<file path="src/rtl/sdp_be_arb_pkg.sv">
// Shared types and default widths for the simple-dual-port byte-enable BRAM arbiter.
// The top module derives its parameter defaults from the localparams below.
package sdp_be_arb_pkg;

    localparam int NBYTES_DEF    = 4;
    localparam int BYTEWIDTH_DEF = 8;
    localparam int WDBITS_DEF    = NBYTES_DEF * BYTEWIDTH_DEF;
    localparam int ABITS_DEF     = 10;
    localparam int STALL_MAX_DEF = 3;
    localparam int STALL_BITS    = 4;

    typedef enum logic {
        NORMAL    = 1'b0,
        READ_PRIO = 1'b1
    } mode_e;

    typedef struct packed {
        logic [ABITS_DEF-1:0]  addr;
        logic [WDBITS_DEF-1:0] data;
        logic [NBYTES_DEF-1:0] be;
    } wr_req_t;

    // A write only disturbs a read when it actually touches at least one lane.
    function automatic logic req_conflicts(input wr_req_t req, input logic [ABITS_DEF-1:0] raddr);
        return (req.be != '0) && (req.addr == raddr);
    endfunction

endpackage

</file>
<file path="src/rtl/sdp_rr_arb2.sv">
// Two-way round-robin arbiter with per-requester mask; remembers the last winner
// so the other requester wins the next tie.
module sdp_rr_arb2 (
    input  logic       clk,
    input  logic       rst_n,
    input  logic [1:0] i_req,
    input  logic [1:0] i_mask,
    output logic [1:0] o_grant
);

    logic       r_rr_last;
    logic [1:0] w_elig;

    assign w_elig = i_req & ~i_mask;

    always_comb begin
        o_grant = w_elig;
        if (&w_elig) begin
            o_grant = r_rr_last ? 2'b01 : 2'b10;
        end
    end

    // Reset value 1 lets requester 0 win the very first tie.
    always_ff @(posedge clk or negedge rst_n) begin
        if (!rst_n) begin
            r_rr_last <= 1'b1;
        end else if (|o_grant) begin
            r_rr_last <= o_grant[1];
        end
    end

endmodule

</file>
<file path="src/rtl/sdp_be_arbiter.sv">
// Write-port round-robin sharing plus read scheduling with collision stall and
// anti-starvation escalation for one byte-enable BRAM. Optional perf counters: SDP_BE_ARB_PERF_EN.
module sdp_be_arbiter
    import sdp_be_arb_pkg::*;
#(
    parameter int NBYTES    = NBYTES_DEF,
    parameter int BYTEWIDTH = BYTEWIDTH_DEF,
    parameter int ABITS     = ABITS_DEF,
    parameter int STALL_MAX = STALL_MAX_DEF,
    localparam int WDBITS   = NBYTES * BYTEWIDTH
) (
    input  logic              clk,
    input  logic              rst_n,
    input  logic              w0_valid,
    output logic              w0_ready,
    input  logic [ABITS-1:0]  w0_addr,
    input  logic [WDBITS-1:0] w0_data,
    input  logic [NBYTES-1:0] w0_be,
    input  logic              w1_valid,
    output logic              w1_ready,
    input  logic [ABITS-1:0]  w1_addr,
    input  logic [WDBITS-1:0] w1_data,
    input  logic [NBYTES-1:0] w1_be,
    input  logic              r_valid,
    output logic              r_ready,
    input  logic [ABITS-1:0]  r_addr,
    output logic              rsp_valid,
    output logic [WDBITS-1:0] rsp_data,
    output logic              ram_we,
    output logic [ABITS-1:0]  ram_wa,
    output logic [WDBITS-1:0] ram_wd,
    output logic [NBYTES-1:0] ram_be,
    output logic [ABITS-1:0]  ram_ra,
    input  logic [WDBITS-1:0] ram_rd
`ifdef SDP_BE_ARB_PERF_EN
    ,
    output logic [31:0]       perf_w0_cnt,
    output logic [31:0]       perf_w1_cnt,
    output logic [31:0]       perf_stall_cnt
`endif
);

    mode_e                 r_mode, w_mode_nxt;
    logic [STALL_BITS-1:0] r_stall_cnt, w_stall_nxt;
    logic                  r_rsp_valid;

    wr_req_t    w_req0, w_req1, w_sel;
    logic       w_conf0, w_conf1;
    logic [1:0] w_mask, w_grant;
    logic       w_any_grant, w_collide, w_rd_accept;

    assign w_req0  = '{addr: w0_addr, data: w0_data, be: w0_be};
    assign w_req1  = '{addr: w1_addr, data: w1_data, be: w1_be};
    assign w_conf0 = req_conflicts(w_req0, r_addr);
    assign w_conf1 = req_conflicts(w_req1, r_addr);

    // In read-priority mode, writes that would corrupt the pending read sit out one cycle.
    assign w_mask = (r_mode == READ_PRIO) ? {w_conf1, w_conf0} : 2'b00;

    sdp_rr_arb2 u_rr_arb (
        .clk     (clk),
        .rst_n   (rst_n),
        .i_req   ({w1_valid, w0_valid}),
        .i_mask  (w_mask),
        .o_grant (w_grant)
    );

    assign w_sel       = w_grant[1] ? w_req1 : w_req0;
    assign w_any_grant = |w_grant;
    assign w_collide   = w_any_grant && req_conflicts(w_sel, r_addr);
    assign w_rd_accept = r_valid && ((r_mode == READ_PRIO) || !w_collide);

    assign w0_ready  = w_grant[0] & rst_n;
    assign w1_ready  = w_grant[1] & rst_n;
    assign r_ready   = w_rd_accept & rst_n;
    assign ram_we    = w_any_grant & (w_sel.be != '0) & rst_n;
    assign ram_wa    = w_sel.addr;
    assign ram_wd    = w_sel.data;
    assign ram_be    = w_sel.be;
    assign ram_ra    = r_addr;
    assign rsp_valid = r_rsp_valid;
    assign rsp_data  = ram_rd;

    always_ff @(posedge clk or negedge rst_n) begin
        if (!rst_n) begin
            r_mode      <= NORMAL;
            r_stall_cnt <= '0;
            r_rsp_valid <= 1'b0;
        end else begin
            r_mode      <= w_mode_nxt;
            r_stall_cnt <= w_stall_nxt;
            r_rsp_valid <= w_rd_accept;
        end
    end

    // Read-priority lasts exactly one cycle, then the stall count starts over.
    always_comb begin
        w_mode_nxt  = r_mode;
        w_stall_nxt = r_stall_cnt;
        case (r_mode)
            NORMAL: begin
                if (r_valid && w_collide) begin
                    w_stall_nxt = r_stall_cnt + 1'b1;
                    if (w_stall_nxt == STALL_BITS'(STALL_MAX)) begin
                        w_mode_nxt = READ_PRIO;
                    end
                end else begin
                    w_stall_nxt = '0;
                end
            end
            READ_PRIO: begin
                w_mode_nxt  = NORMAL;
                w_stall_nxt = '0;
            end
            default: begin
                w_mode_nxt  = NORMAL;
                w_stall_nxt = '0;
            end
        endcase
    end

`ifdef SDP_BE_ARB_PERF_EN
    logic [31:0] r_perf_w0, r_perf_w1, r_perf_stall;

    // Counters stick at all-ones rather than wrapping.
    always_ff @(posedge clk or negedge rst_n) begin
        if (!rst_n) begin
            r_perf_w0    <= '0;
            r_perf_w1    <= '0;
            r_perf_stall <= '0;
        end else begin
            if (w_grant[0] && (r_perf_w0 != '1)) r_perf_w0 <= r_perf_w0 + 32'd1;
            if (w_grant[1] && (r_perf_w1 != '1)) r_perf_w1 <= r_perf_w1 + 32'd1;
            if (r_valid && !w_rd_accept && (r_perf_stall != '1)) r_perf_stall <= r_perf_stall + 32'd1;
        end
    end

    assign perf_w0_cnt    = r_perf_w0;
    assign perf_w1_cnt    = r_perf_w1;
    assign perf_stall_cnt = r_perf_stall;
`endif

endmodule

</file>
<file path="config.mk">
export PLATFORM = sky130hd
export DESIGN_NAME = sdp_be_arbiter
export DESIGN_NICKNAME = d
export VERILOG_FILES = /design/src/rtl/sdp_be_arb_pkg.sv /design/src/rtl/sdp_rr_arb2.sv /design/src/rtl/sdp_be_arbiter.sv
export SDC_FILE = /design/constraint.sdc
export NUM_CORES = 1
export LEC_CHECK = 0
export ABC_AREA = 1
export ABC_CLOCK_PERIOD_IN_PS = 4800
export BUFFER_PORTS_ARGS = -buffer_cell sky130_fd_sc_hd__buf_2
export CAP_MARGIN = 20
export CORE_AREA = 2 2 89 91
export DETAILED_ROUTE_END_ITERATION = 6
export DIE_AREA = 0 0 91 93
export SETUP_SLACK_MARGIN = 0.4
export SLEW_MARGIN = 10
export SYNTH_ARGS = -nofsm -noshare
export SYNTH_HDL_FRONTEND = slang
export SYNTH_HIERARCHICAL = 1
export SYNTH_SLANG_ARGS = --single-unit
</file>
<file path="constraint.sdc">
create_clock -name clk -period 4.8 [get_ports clk]
set_clock_uncertainty 0.15 [all_clocks]
set_input_delay 0.72 -clock clk [delete_from_list [all_inputs] [get_ports clk]]
set_output_delay 0.72 -clock clk [all_outputs]
set_load 0.005 [all_outputs]
</file>
# ---- Word-level counts from Yosys, hierarchy flattened
# Cells that the tools add are included.
dict set report op_classes {
  n_eq_ne 4
  muxes 9
  addsub 1
  n_bitwise 8
  reduce_logical 13
}
# op count
set ops {}
lappend ops {{two-way mux 46 bit} 1}
lappend ops {{== test 10 bit} 3}
lappend ops {{nonzero test 4 bit} 3}
lappend ops {{one-hot mux 4 bit (2 select lines)} 1}
lappend ops {{logical AND 1 bit} 6}
lappend ops {{two-way mux 2 bit} 3}
lappend ops {{bitwise AND 1 bit} 5}
lappend ops {{adder 4 x 1 -> 4 bit, second input constant} 1}
lappend ops {{== test 4 x 2 -> 1 bit, second input constant} 1}
lappend ops {{two-way mux 4 bit} 1}
lappend ops {{bitwise AND 2 bit} 1}
lappend ops {{two-way mux 1 bit} 2}
lappend ops {{NOT 2 bit} 1}
lappend ops {{one-hot mux 1 bit (2 select lines)} 1}
lappend ops {{AND reduction 2 bit} 1}
lappend ops {{OR reduction 2 bit} 1}
lappend ops {{zero test 1 bit} 1}
lappend ops {{logical OR 1 bit} 1}
lappend ops {{NOT 1 bit} 1}
dict set report word_totals {
  out_inout_bits 93
  reg_bits 7
}

# ---- Longest topological paths before layout
dict set report logic_depth {
  word_depth 15
  depth_mapped 22
}

# ---- Modules after synthesis
# Netlist, hierarchy kept.
# mod cells_each instances area_per_inst_um2
set modules_own_cells {}
lappend modules_own_cells {sdp_be_arbiter 327 1 1707.9}
lappend modules_own_cells {sdp_rr_arb2 17 1 91.3}

# ---- Worst setup path after synthesis
# OpenSTA, ideal clock, no wires.
dict set report synth_path {
  path_type {input-to-output}
  from {in r_addr[7]}
  to {out r_ready}
  t_required_ns 3.930
  path_slack_ns 1.293
  stages 22
  path_buffers 2
  arrival_ns 2.637
  cell_sequence {inv_1 nand2_1 o21ai_0 or2_2 nor3_1 nand2_1 nor2_1 inv_1 nand3b_1 nand2_1 buf_6 buf_12 nand2_1 nand2_1 nand2_1 nand2_1 nor2_1 nand2_1 nor2_2 nand2_1 nand2_1 nor2_1}
}
dict set report synth_between {
  elab_chain_len 15
  elab_cells_between_ends 19
  cone_classes {eq/ne: 3; mux: 3; bitwise: 3; reduce/logical: 10}
}
# element line
set synth_lines {}
lappend synth_lines {{from (decl)} sdp_be_arbiter.sv:26} ;# input logic [ABITS-1:0] r_addr,
lappend synth_lines {{== test 10 bit *} sdp_be_arb_pkg.sv:25} ;# return (req.be != '0) && (req.addr == raddr);
lappend synth_lines {{logical AND 1 bit *} sdp_be_arb_pkg.sv:25}
lappend synth_lines {{two-way mux 2 bit *} sdp_be_arbiter.sv:58} ;# assign w_mask = (r_mode == READ_PRIO) ? {w_conf1, w_conf0} : 2'b00;
lappend synth_lines {{via w_mask[1]} sdp_be_arbiter.sv:49} ;# logic [1:0] w_mask, w_grant;
lappend synth_lines {{NOT 2 bit *} sdp_rr_arb2.sv:14} ;# assign w_elig = i_req & ~i_mask;
lappend synth_lines {{bitwise AND 2 bit *} sdp_rr_arb2.sv:14}
lappend synth_lines {{AND reduction 2 bit} sdp_rr_arb2.sv:18} ;# if (&w_elig) begin
lappend synth_lines {{two-way mux 2 bit *} sdp_rr_arb2.sv:18}
lappend synth_lines {{via w_grant[1]} sdp_be_arbiter.sv:49}
lappend synth_lines {{(+1 left out)} -}
lappend synth_lines {{via ram_wa[5]} sdp_be_arbiter.sv:30} ;# output logic [ABITS-1:0] ram_wa,
lappend synth_lines {{== test 10 bit *} sdp_be_arb_pkg.sv:25}
lappend synth_lines {{logical AND 1 bit *} sdp_be_arb_pkg.sv:25}
lappend synth_lines {{logical AND 1 bit *} sdp_be_arbiter.sv:70} ;# assign w_collide = w_any_grant && req_conflicts(w_sel, r_addr);
lappend synth_lines {{zero test 1 bit *} sdp_be_arbiter.sv:71} ;# assign w_rd_accept = r_valid && ((r_mode == READ_PRIO) || !w_collide);
lappend synth_lines {{logical OR 1 bit *} sdp_be_arbiter.sv:71}
lappend synth_lines {{logical AND 1 bit *} sdp_be_arbiter.sv:71}
lappend synth_lines {{bitwise AND 1 bit *} sdp_be_arbiter.sv:75} ;# assign r_ready = w_rd_accept & rst_n;
lappend synth_lines {{to (decl)} sdp_be_arbiter.sv:25} ;# output logic r_ready,
# Mark *: on every way through the listed nets, which the timed path passes. The rest lies on a longest branch.

# ---- Worst setup path in the final report
dict set report layout_path {
  from {in r_addr[7]}
  to {out r_ready}
}
dict set report layout_between {
  elab_chain_len 15
  elab_cells_between_ends 19
  cone_classes {eq/ne: 3; mux: 3; bitwise: 3; reduce/logical: 10}
}
# element line
set layout_lines {}
lappend layout_lines {{== test 10 bit *} sdp_be_arb_pkg.sv:25}
lappend layout_lines {{logical AND 1 bit *} sdp_be_arb_pkg.sv:25}
lappend layout_lines {{two-way mux 2 bit *} sdp_be_arbiter.sv:58}
lappend layout_lines {{via w_mask[1]} sdp_be_arbiter.sv:49}
lappend layout_lines {{NOT 2 bit *} sdp_rr_arb2.sv:14}
lappend layout_lines {{bitwise AND 2 bit *} sdp_rr_arb2.sv:14}
lappend layout_lines {{AND reduction 2 bit} sdp_rr_arb2.sv:18}
lappend layout_lines {{two-way mux 2 bit *} sdp_rr_arb2.sv:18}
lappend layout_lines {{via w_grant[1]} sdp_be_arbiter.sv:49}
lappend layout_lines {{two-way mux 46 bit} sdp_be_arbiter.sv:68} ;# assign w_sel = w_grant[1] ? w_req1 : w_req0;
lappend layout_lines {{== test 10 bit or nonzero test 4 bit (tied branches)} sdp_be_arb_pkg.sv:25}
lappend layout_lines {{logical AND 1 bit} sdp_be_arb_pkg.sv:25}
lappend layout_lines {{logical AND 1 bit *} sdp_be_arbiter.sv:70}
lappend layout_lines {{zero test 1 bit *} sdp_be_arbiter.sv:71}
lappend layout_lines {{logical OR 1 bit *} sdp_be_arbiter.sv:71}
lappend layout_lines {{logical AND 1 bit *} sdp_be_arbiter.sv:71}
lappend layout_lines {{bitwise AND 1 bit *} sdp_be_arbiter.sv:75}
# Marks and branches as above.

==> flow_summary.ini <==
[floorplanning]
die_w_microns = 91
rows = 32
core_sq_mm = 0.00753
die_h_microns = 93
start_util = 0.239
dieArea_sq_mm = 0.00846
ios = 232

[layout]
postLayoutCellArea_sq_mm = 0.00246
drive_gt1_frac = 0.408
nets = 608
syn2layout_area_growth_pct = 36.5
num_antenna_cells = 0
fin_cells = 568
post-route-util = 0.326

[setup_path]
cp_max_fo = 17
critPathBufInv = 5
crit_type = in2out
cp_common_cell = nand2_1
critPathLaunchType = input port
critPathTopFamily = simple AND/OR/NAND/NOR gates
path_cells = buf_2 > inv_1 > nand2_1 > o21ai_0 > or2_2 > nor3_1 > nand2_1 > nor2_1 > inv_1 > nand3b_1 > nand2_4 > inv_2 > nand2_1 > nand2_2 > nand2_1 > nand2_1 > nand3_1 > nor2_2 > nand2_1 > nand2_1 > nor2_1 > buf_2
required_ps = 3930
worstPathArrival_ps = 3220
crit_path_max_incr_delay_ps = 290
end_kind = output pin
crit_slowest_cell = or2_2

[global_route]
antenna_found_initial = 0
gr-total-overflow = 0
grt_usage = 0.141
grt_max_degree = 33
grt_pass1_vias = 2228
grt_pass1_wl_microns = 9990

[sta]
worst_hold_slack_ps = 189
setup_viol = 0
finalWorstSetupSlack_ps = 715
clock.fmax_mhz = 245
timing.slew.headroom = 0.789
hold_violations = 0
drv_slew = 0
min_period_ps = 4090
tns_ps = 0
post-route-period-util = 0.851
tightestPinTransition_ps = 314
rsz0062_at_grt = no

[cts]
root_buffer = clkbuf_8
insertion_delay_ps = 230
cts_resized = 0
clockBufferDepth = 2
cts_hold_buf = 0
cts_tree = yes
htree_levels = 1
clk_pin_slew_ps = 40
clock_sink_count = 7
cts_buffers = 3
postCtsSetupBuffers = 0

[logic_synthesis]
synth_warnings = 6
netlist_top_cells_area = nand2_1 (35%), buf_4 (18%), dfrtp_1 (8.3%), inv_1 (5.8%), nor2_1 (4.4%)
yosysUniqueCellTypes = 30
synthCells = 344
synth_area_sq_mm = 0.00180
synth_area_per_cell_sq_um = 5.23
ys_seq_area_frac = 0.0981
ys_seq_elements = 7
synth_top_area_frac = 0.355
netlist.top_cell.by_area = nand2_1
synthesis.nets = 485

[power_and_ir_drop]
peakVddDrop_uv = 179
p_leak_nw = 1.59
power_density_mw_per_mm2 = 163
total_power_uw = 401

[routing]
ant_nets = 0
drt-initial-drc-count = 67
wl_microns = 6350
post_drt_wl_per_cell_microns = 11.2
vias_per_cell = 4.27
drc = 0
firstDrtPassIters = 5
dr_total_vias = 2425

[placed_design]
port_buffers = 167
dpl.cell_count = 564
hpwlAfterDp_microns = 5370
placed_cell_area_sq_mm = 0.00240
pre_cts_slack_ps = 631
place_congestion = 0.849

[outcome]
status = complete, no violations

[run]
drv_cap = 0

[min_path]
holdCritPathClass = in2async
==> worst paths after layout <==
| path | from | endpoint | slack [ps] | depth (start not counted) |
|---|---|---|---|---|
| worst max register to register | r_mode$_DFF_PN0_ | r_stall_cnt[0]$_DFF_PN0_ | 2230 | 16 |
| worst min register to register | u_rr_arb/r_rr_last$_DFFE_PN1P_ | u_rr_arb/r_rr_last$_DFFE_PN1P_ | 340 | 2 |
| max in group asynchronous | rst_n | u_rr_arb/r_rr_last$_DFFE_PN1P_ | 4060 | 1 |
| worst max-delay path | r_addr[7] | r_ready | 710 | 22 |
| min in group clk | u_rr_arb/r_rr_last$_DFFE_PN1P_ | u_rr_arb/r_rr_last$_DFFE_PN1P_ | 340 | 2 |
| worst min-delay path | rst_n | r_mode$_DFF_PN0_ | 190 | 1 |
==> routing by layer <==
metal	wire length [microns]	track usage	up-vias
li1	-	-	1259
met2	2930	0.235	112
met1	2730	0.180	1036
met5	0	0	-
met4	102	0.0366	0
met3	583	0.0379	18
==> cells by family (layout without fill, tap and decap cells) <==
group,count (synthesis),in the layout,share of synthesized area
compound gates,20,20,0.0647
xor+xnor,7,7,0.0341
fa+ha+maj,2,2,0.0139
buf+inv,81,203,0.275
flops,7,7,0.0981
simple gates,227,227,0.515
==> state kept, by name, summed over array words and instances (netlist names) <==
signal and count:
r_mode 1, u_rr_arb/r_rr_last 1, rsp_valid 1, r_stall_cnt 4
==> report_power, final <==
| group | internal [mW] | switching (mW) |
|---|---|---|
| Clock | 0.0575 | 0.0260 |
| Combinational | 0.114 | 0.141 |
| Sequential | 0.0619 | 0.000980 |
==> synthesized netlist by cell type (all sizes together) <==
library cell,instances
buf,47
inv,29
dfrtp,6
nand2,179
o21ai,15
nor2,23
or2,2
dfstp,1
ha,2
a22o,1
clkbuf,5
nor3,2
nor4,3
o2111ai,2
nand3,16
o221ai,1
xnor2,2
xor2,5
nand4,1
o22ai,1
nand3b,1
==> placed cells by master, fill, tap and decap left out, drive strengths merged, types with 3 or more instances in the layout <==
master | netlist | layout
nand2 | 179 | 179
nor2 | 23 | 23
clkbuf | 5 | 4
o21ai | 15 | 15
inv | 29 | 29
nor4 | 3 | 3
xor2 | 5 | 5
dfrtp | 6 | 6
buf | 47 | 170
nand3 | 16 | 16
==> layout make-up <==
cell class | count | area [sq um]
Fill cell | 879 | 5070
Multi-Input combinational cell | 256 | 1140
Timing Repair Buffer | 170 | 862
Sequential cell | 7 | 176
Tap cell | 102 | 128
Inverter | 29 | 109
Clock buffer | 4 | 45.0
No activity file was read; power rests on OpenSTA's default activity.
